## config.mk

```make
export PLATFORM = sky130hd
export DESIGN_NAME = jtkicker_objscan
export DESIGN_NICKNAME = d
export VERILOG_FILES = /design/src/rtl/jtkicker_obj_pkg.sv /design/src/rtl/jtkicker_objscan.sv
export SDC_FILE = /design/constraint.sdc
export NUM_CORES = 1
export LEC_CHECK = 0
export CORE_ASPECT_RATIO = 1.75
export CORE_MARGIN = 2
export CORE_UTILIZATION = 40
export DETAILED_ROUTE_END_ITERATION = 16
export MAX_ROUTING_LAYER = met4
export PLACE_DENSITY = 0.68
export SYNTH_ARGS = -nofsm -noshare
export SYNTH_HDL_FRONTEND = slang
export SYNTH_SLANG_ARGS = --single-unit
```

## constraint.sdc

```tcl
create_clock -name clk -period 3.5 [get_ports clk]
set_input_delay 0.7 -clock clk [delete_from_list [all_inputs] [get_ports clk]]
set_output_delay 0.7 -clock clk [all_outputs]
set_load 0.1 [all_outputs]
```

## src/rtl/jtkicker_obj_pkg.sv

```systemverilog
`default_nettype none
// ------------------------------------------------------------------
// jtkicker_obj_pkg : object entry layout and scanner state encoding
// Revision: 1.0
// ------------------------------------------------------------------
package jtkicker_obj_pkg;

    localparam logic [1:0] c_byte_attr = 2'd0;
    localparam logic [1:0] c_byte_code = 2'd1;
    localparam logic [1:0] c_byte_x    = 2'd2;
    localparam logic [1:0] c_byte_y    = 2'd3;

    localparam int c_attr_code8 = 4;
    localparam int c_attr_hflip = 6;
    localparam int c_attr_vflip = 7;

    localparam logic [7:0] c_obj_height = 8'd16;

    typedef enum logic [2:0] {
        S_IDLE  = 3'd0,
        S_READ  = 3'd1,
        S_CHECK = 3'd2,
        S_REQ   = 3'd3,
        S_WAIT  = 3'd4,
        S_NEXT  = 3'd5
    } state_t;

endpackage
`default_nettype wire

```

## src/rtl/jtkicker_objscan.sv

```systemverilog
`default_nettype none
// ------------------------------------------------------------------
// jtkicker_objscan : walks the object table once per line and issues
//                    draw requests for objects covering that line
// Revision: 1.0
// ------------------------------------------------------------------
module jtkicker_objscan
    import jtkicker_obj_pkg::*;
#(
    parameter int         OBJ_AW  = 6,
    parameter logic [7:0] YOFFSET = 8'd0,
    parameter bit         REVERSE = 1'b0
) (
    input  logic              clk,
    input  logic              rst_n,
    input  logic              cen2,
    input  logic              hinit_x,
    input  logic [7:0]        vrender,
    output logic [OBJ_AW+1:0] obj_addr,
    input  logic [7:0]        obj_dout,
    output logic              draw,
    input  logic              busy,
    output logic [7:0]        xpos,
    output logic [3:0]        ysub,
    output logic [3:0]        pal,
    output logic              hflip,
    output logic              vflip,
    output logic [8:0]        code,
    output logic              done
);

    localparam logic [OBJ_AW-1:0] c_first = REVERSE ? {OBJ_AW{1'b1}} : {OBJ_AW{1'b0}};
    localparam logic [OBJ_AW-1:0] c_last  = REVERSE ? {OBJ_AW{1'b0}} : {OBJ_AW{1'b1}};

    state_t              state_q;
    logic [OBJ_AW-1:0]   entry_q;
    logic [OBJ_AW-1:0]   entry_d;
    logic [2:0]          rd_cnt_q;
    logic [7:0]          bytes_q [4];
    logic [OBJ_AW+1:0]   obj_addr_q;
    logic                draw_q;
    logic                done_q;
    logic [7:0]          xpos_q;
    logic [3:0]          ysub_q;
    logic [3:0]          pal_q;
    logic                hflip_q;
    logic                vflip_q;
    logic [8:0]          code_q;
    logic [7:0]          w_ydiff;
    logic                w_hit;
    logic                w_unused_attr5;

    // Modulo-256 difference lets objects straddling line 255/0 match
    assign w_ydiff        = vrender + YOFFSET - bytes_q[c_byte_y];
    assign w_hit          = w_ydiff < c_obj_height;
    assign entry_d        = REVERSE ? entry_q - 1'b1 : entry_q + 1'b1;
    assign w_unused_attr5 = bytes_q[c_byte_attr][5];

    always_ff @(posedge clk) begin
        if (!rst_n) begin
            state_q    <= S_IDLE;
            entry_q    <= c_first;
            rd_cnt_q   <= 3'd0;
            obj_addr_q <= '0;
            draw_q     <= 1'b0;
            done_q     <= 1'b0;
            xpos_q     <= 8'd0;
            ysub_q     <= 4'd0;
            pal_q      <= 4'd0;
            hflip_q    <= 1'b0;
            vflip_q    <= 1'b0;
            code_q     <= 9'd0;
            for (int i = 0; i < 4; i++) bytes_q[i] <= 8'd0;
        end else if (cen2) begin
            if (hinit_x) begin
                state_q    <= S_READ;
                entry_q    <= c_first;
                rd_cnt_q   <= 3'd0;
                obj_addr_q <= {c_first, 2'd0};
                draw_q     <= 1'b0;
                done_q     <= 1'b0;
            end else begin
                case (state_q)
                    S_IDLE: ;
                    S_READ: begin
                        // Address goes out on pulses 0..3, data lands one pulse later
                        if (rd_cnt_q < 3'd4)
                            obj_addr_q <= {entry_q, rd_cnt_q[1:0]};
                        if (rd_cnt_q != 3'd0)
                            bytes_q[rd_cnt_q[1:0] - 2'd1] <= obj_dout;
                        if (rd_cnt_q == 3'd4)
                            state_q <= S_CHECK;
                        else
                            rd_cnt_q <= rd_cnt_q + 3'd1;
                    end
                    S_CHECK: begin
                        if (!w_hit) begin
                            state_q <= S_NEXT;
                        end else if (!busy) begin
                            xpos_q  <= bytes_q[c_byte_x];
                            ysub_q  <= w_ydiff[3:0];
                            pal_q   <= bytes_q[c_byte_attr][3:0];
                            hflip_q <= bytes_q[c_byte_attr][c_attr_hflip];
                            vflip_q <= bytes_q[c_byte_attr][c_attr_vflip];
                            code_q  <= {bytes_q[c_byte_attr][c_attr_code8], bytes_q[c_byte_code]};
                            draw_q  <= 1'b1;
                            state_q <= S_REQ;
                        end
                    end
                    S_REQ: begin
                        if (busy) begin
                            draw_q  <= 1'b0;
                            state_q <= S_WAIT;
                        end
                    end
                    S_WAIT: begin
                        if (!busy) state_q <= S_NEXT;
                    end
                    S_NEXT: begin
                        if (entry_q == c_last) begin
                            done_q  <= 1'b1;
                            state_q <= S_IDLE;
                        end else begin
                            entry_q    <= entry_d;
                            rd_cnt_q   <= 3'd0;
                            obj_addr_q <= {entry_d, 2'd0};
                            state_q    <= S_READ;
                        end
                    end
                    default: state_q <= S_IDLE;
                endcase
            end
        end
    end

    assign obj_addr = obj_addr_q;
    assign draw     = draw_q;
    assign done     = done_q;
    assign xpos     = xpos_q;
    assign ysub     = ysub_q;
    assign pal      = pal_q;
    assign hflip    = hflip_q;
    assign vflip    = vflip_q;
    assign code     = code_q;

endmodule
`default_nettype wire

```

==> impl_metrics.toml, run 1 <==
[sta]
clock_skew_ns = 0.00588
max_slew_margin = 0.305
fin_ws_ns = 0.633
max_freq_mhz = 349
period_share = 0.819
rsz0062_at_grt = "no"
slew_viol_final = 0
fin_tns_setup_ns = 0
tightestPinTransition_ns = 1.04
period_needed_ns = 2.87
setup_viol = 0
hold_viol_final = 0

[logic_synthesis]
synth_edf_count = 31
synth_nets = 441
ys_ff_latch = 80
synth_flop_cell = "dfxtp_1"
synth_cells = 409
avgSynthCellArea_um2 = 9.82
netlist_area_um2 = 4020
yosysWarnings = 0
yosysTopAreaCellShare = 0.244
ys_seq_area_frac = 0.476
synth.area.top_cells = "dfxtp_1 24%, edfxtp_1 23%, mux2i_1 7.2%"
yosysUniqueCellTypes = 60
ys_async_sr_fraction = 0
yosysTopAreaCell = "dfxtp_1"

[layout]
antenna_cells = 0
final_cell_mix = "71 x nand2_1, 52 x clkdlybuf4s50_1, 49 x dfxtp_1"
drive_gt1_frac = 0.0955
areaGrowthSynthToFinish_pct = 22.5
stdcell_count = 596
nNetsFinal = 498
layout_commonest_cell = "nand2_1"

[setup_path]
critical_path_class = "input port to flop"
critPathLaunchType = "input port"
cp_max_fo = 27
end_kind = "flop"
worstPathCellList = "clkdlybuf4s50_1 -> ha_1 -> a21oi_1 -> o21ai_0 -> a211oi_1 -> nor4_4 -> nand4_1 -> buf_4 -> mux2i_1"
cp.arrival_ns = 3.13
cp_top_family = "buffers and inverters"
cp_slowest_cell = "clkdlybuf4s50_1"
worstPathRequired_ns = 3.76
cpPeakStageDelay_ns = 0.44
cp_num_buf_inv = 2

[cts]
htreeDepth = 3
cts_max_path_buffers = 2
clock-sinks = 80
post_cts_resized = 0
clock-root-buffer = "clkbuf_16"
postCtsSetupBuffers = 0
cts-hold-fix-buffers = 0
insertion_delay_ns = 0.33
cts_tree = "built"
cts_buffers = 9
clkTransAtPathRegs_ns = 0.06

[grt]
grt_max_degree = 43
track_usage = 0.166
grt_pass1_wl_um = 13600
grt_pass1_vias = 2958
gr-total-overflow = 0
grt_antenna_before_repair = 0

[routing]
drtPass1Iterations = 4
drt-total-wl_um = 8360
antenna_left = 0
dr.first_iter.drc_count = 201
viasPerCell = 5.09
num_vias = 3032
routedWlPerCell_um = 14.0
drcViolationCount = 0

[power]
pwr_density_cell_nw_per_um2 = 412
power.leakage_nw = 1.96
vdd_drop_max_v = 0.000275

[run]
drv_cap = 0

[floorplan]
io_pins = 58
die_h_um = 137
coreArea_um2 = 9850
floorplan.initialDensity = 0.408
die_w_um = 79.8
rows = 48
design.die.area_um2 = 10900

[placement]
io_buffers = 57
dp_hpwl_um = 6090
place.gp.congestion = 0.907
post-place-ws_ns = 0.274
dp_cells = 580

[worst_hold_path]
hold_path.class = "flop to flop"

[status]
status = "finished clean"
final cells by class:
class                           count  area [um2]
Sequential cell                    80        1910
Tap cell                          125         156
Clock buffer                        9         225
Timing Repair Buffer               68         638
Clock inverter                      7        56.3
Fill cell                         961        4930
Multi-Input combinational cell    293        1880
Inverter                           14        52.6
per-layer routing:
metal | vias to the layer above | share of wire | global-route usage
li1 | 1530 | - | -
met1 | 1415 | 0.39 | 0.176
met2 | 66 | 0.55 | 0.290
met3 | 21 | 0.034 | 0.0323
met4 | 0 | 0.031 | 0.0847
met5 | - | 0 | -
state kept, by name (all words and copies together) (netlist names):
| name | count |
|---|---|
| rd_cnt_q | 3 |
| done | 1 |
| state_q | 3 |
| entry_q | 6 |
| hflip | 1 |
| code | 9 |
| obj_addr | 8 |
| ysub | 4 |
| bytes_q | 31 |
| xpos | 8 |
| pal | 4 |
| vflip | 1 |
| draw | 1 |
cell families after synthesis:
| kind of cell | count (synthesis) | synth area share |
|---|---|---|
| buffers and inverters | 36 | 0.0557 |
| DFF | 80 | 0.476 |
| xor gates and xnor gates | 9 | 0.0196 |
| adders and majority gates | 11 | 0.0361 |
| AOI/OAI and AO/OA | 65 | 0.105 |
| muxes | 30 | 0.0751 |
| and+or+nand+nor | 178 | 0.233 |
synth_stat cells, types with 6 or more instances:
| master | count |
|---|---|
| ha_1 | 10 |
| clkbuf_1 | 8 |
| dfxtp_1 | 49 |
| inv_1 | 13 |
| nand2b_1 | 7 |
| nand3_1 | 6 |
| a21oi_1 | 22 |
| nor2_1 | 14 |
| o21ai_0 | 12 |
| and2_1 | 36 |
| nor2b_1 | 11 |
| nand2_1 | 71 |
| xor2_1 | 6 |
| nor3_1 | 8 |
| mux2i_1 | 29 |
| edfxtp_1 | 31 |
per-stage QoR:
stage               cell area, um2  power [mW]  hold slack (ns)   util
floorplan                     4020        1.12            0.453      -
global placement              4640        1.17            0.444  0.471
detailed placement            4640        1.18            0.451  0.471
CTS                           4920        2.06            0.460  0.500
global route                  4920        2.10            0.477  0.500
finish                        4920        2.03            0.456  0.500
worst reg2reg max path: stages, from the launching register on:
cell	delay, ns
edfxtp_1	0.35
inv_1	0.09
ha_1	0.30
a21oi_1	0.18
o21ai_0	0.15
a211oi_1	0.40
nor4_4	0.11
nand4_1	0.10
buf_4	0.41
mux2i_1	0.26
report_power, final:
group          total, mW  internal, mW  leakage (nW)  switching (mW)
logic              0.168        0.0698          1.11          0.0985
registers          0.987         0.980         0.715         0.00759
clock network      0.872         0.487         0.136           0.385
final timing paths:
path	from	endpoint	slack [ns]	depth (start not counted)
hold / removal	pal[1]	pal[1]	0.46	2
setup reg to reg	bytes_q[3][6]	xpos[4]	1.09	9
hold reg to reg	pal[1]	pal[1]	0.46	2
setup / recovery	vrender[6]	xpos[4]	0.63	9
No activity file was read; power rests on OpenSTA's default activity.
==> run 2: changes to the inputs <==
Clock period 3.5 ns to 2.91 ns, I/O delays scaled along.
==> impl_metrics.toml, run 2 (synthesis gave the netlist of run 1 again) <==
[setup_path]
critical_path_class = "input port to flop"
end_kind = "flop"
rr_startpoint = "rd_cnt_q[0]"
cpPeakStageDelay_ns = 0.40
cp_max_fo = 27
cpMostUsedCell = "inv_1"
r2r_cells = 8
ff2ff_setup_slack_ns = 0.45
cp.arrival_ns = 2.90
worstPathCellList = "clkdlybuf4s50_1 -> inv_1 -> ha_1 -> inv_1 -> fa_1 -> nand3_1 -> nand2_1 -> and4b_2 -> nor4_4 -> nand4_1 -> buf_12 -> mux2i_1"
worstPathRequired_ns = 3.12
cp_slowest_cell = "clkdlybuf4s50_1"
critPathLaunchType = "input port"
r2r-end = "bytes_q[1][0]"

[sta]
period_share = 0.922
max_slew_margin = 0.323
period_needed_ns = 2.68
clock_skew_ns = 0.00562
tightestPinTransition_ns = 1.01
max_freq_mhz = 373
hold_viol_final = 0
fin_tns_setup_ns = 0
setup_viol = 0
fin_ws_ns = 0.227
slew_viol_final = 0
rsz0062_at_grt = "no"

[run]
drv_cap = 0

[routing]
viasPerCell = 5.10
routedWlPerCell_um = 14.3
num_vias = 3057
drcViolationCount = 0
drt-total-wl_um = 8550
dr.first_iter.drc_count = 122
antenna_left = 0
drtPass1Iterations = 4

[layout]
antenna_cells = 0
largest_reg_flops = 31
nNetsFinal = 501
areaGrowthSynthToFinish_pct = 21.6
drive_gt1_frac = 0.169
final_cell_mix = "71 x nand2_1, 50 x buf_4, 49 x dfxtp_1"
layout_commonest_cell = "nand2_1"
largest-register = "bytes_q"

[cts]
clock-sinks = 80
cts_max_path_buffers = 2
post_cts_resized = 0
postCtsSetupBuffers = 0
cts_tree = "built"
insertion_delay_ns = 0.33
cts_buffers = 9
cts-hold-fix-buffers = 0
htreeDepth = 3
clkTransAtPathRegs_ns = 0.06
clock-root-buffer = "clkbuf_16"

[grt]
grt_antenna_before_repair = 0
track_usage = 0.169
gr-total-overflow = 0
grt_pass1_vias = 3013
grt_pass1_wl_um = 13900
grt_max_degree = 46

[power]
vdd_drop_max_v = 0.000353
pwr_density_cell_nw_per_um2 = 505
power.leakage_nw = 2.05
total_power_mw = 2.47

[worst_hold_path]
holdPathStages = 2
hold_path.class = "flop to flop"
hold_end = "pal[1]"
min-delay-start = "pal[1]"

[placement]
dp_hpwl_um = 6320
place.gp.congestion = 0.892
post-place-ws_ns = -0.110
io_buffers = 57

[status]
status = "finished clean"

[floorplan]
design.die.area_um2 = 10900
die_h_um = 137
rows = 48
coreArea_um2 = 9850
io_pins = 58
die_w_um = 79.8
floorplan.initialDensity = 0.408
==> run 2: final cells by class <==
type	count	area, um2
timing repair buffer	71	591
sequential	80	1910
multi-input combinational	293	1880
fill	958	4960
inverter	14	52.6
clock inverter	5	38.8
tap	125	156
clock buffer	11	254
==> run 2: worst max-delay path: cells and delay by family <==
kind | cells | cell delay, ns
multiplexers | 1 | 0.13
buffers and inverters | 4 | 0.73
AND/OR/NAND/NOR | 5 | 0.87
adder cells (fa/ha/maj) | 2 | 0.56
==> run 2: per-stage QoR <==
step / utilization / area (um2) / hold WS (ns) / instances
floorplan: - / 4020 / 0.453 / 409
CTS: 0.496 / 4890 / 0.463 / 599
global placement: 0.466 / 4590 / 0.446 / 583
finish: 0.496 / 4890 / 0.458 / 599
global route: 0.496 / 4890 / 0.482 / 599
detailed placement: 0.466 / 4590 / 0.455 / 583
==> run 2: worst max path at each step <==
stage | start | endpoint | cells after the start
2_1_floorplan | rd_cnt_q[0] | bytes_q[1][0] | 8
3_3_place_gp | vrender[0] | xpos[7] | 12
3_5_place_dp | vrender[0] | hflip | 12
4_1_cts | vrender[0] | vflip | 12
5_1_grt | vrender[0] | code[5] | 12
6_report | vrender[0] | xpos[7] | 12
==> run 2: layer usage <==
layer | GRT usage | vias up | wire length (um)
li1 | - | 1543 | -
met1 | 0.172 | 1409 | 3220
met2 | 0.297 | 81 | 4640
met3 | 0.0323 | 24 | 350
met4 | 0.0979 | 0 | 340
met5 | - | - | 0
==> run 2: report_power, final <==
| part | internal (mW) | switching (mW) | total [mW] |
|---|---|---|---|
| Sequential | 1.18 | 0.00887 | 1.19 |
| Combinational | 0.0890 | 0.121 | 0.210 |
| Clock | 0.633 | 0.438 | 1.07 |
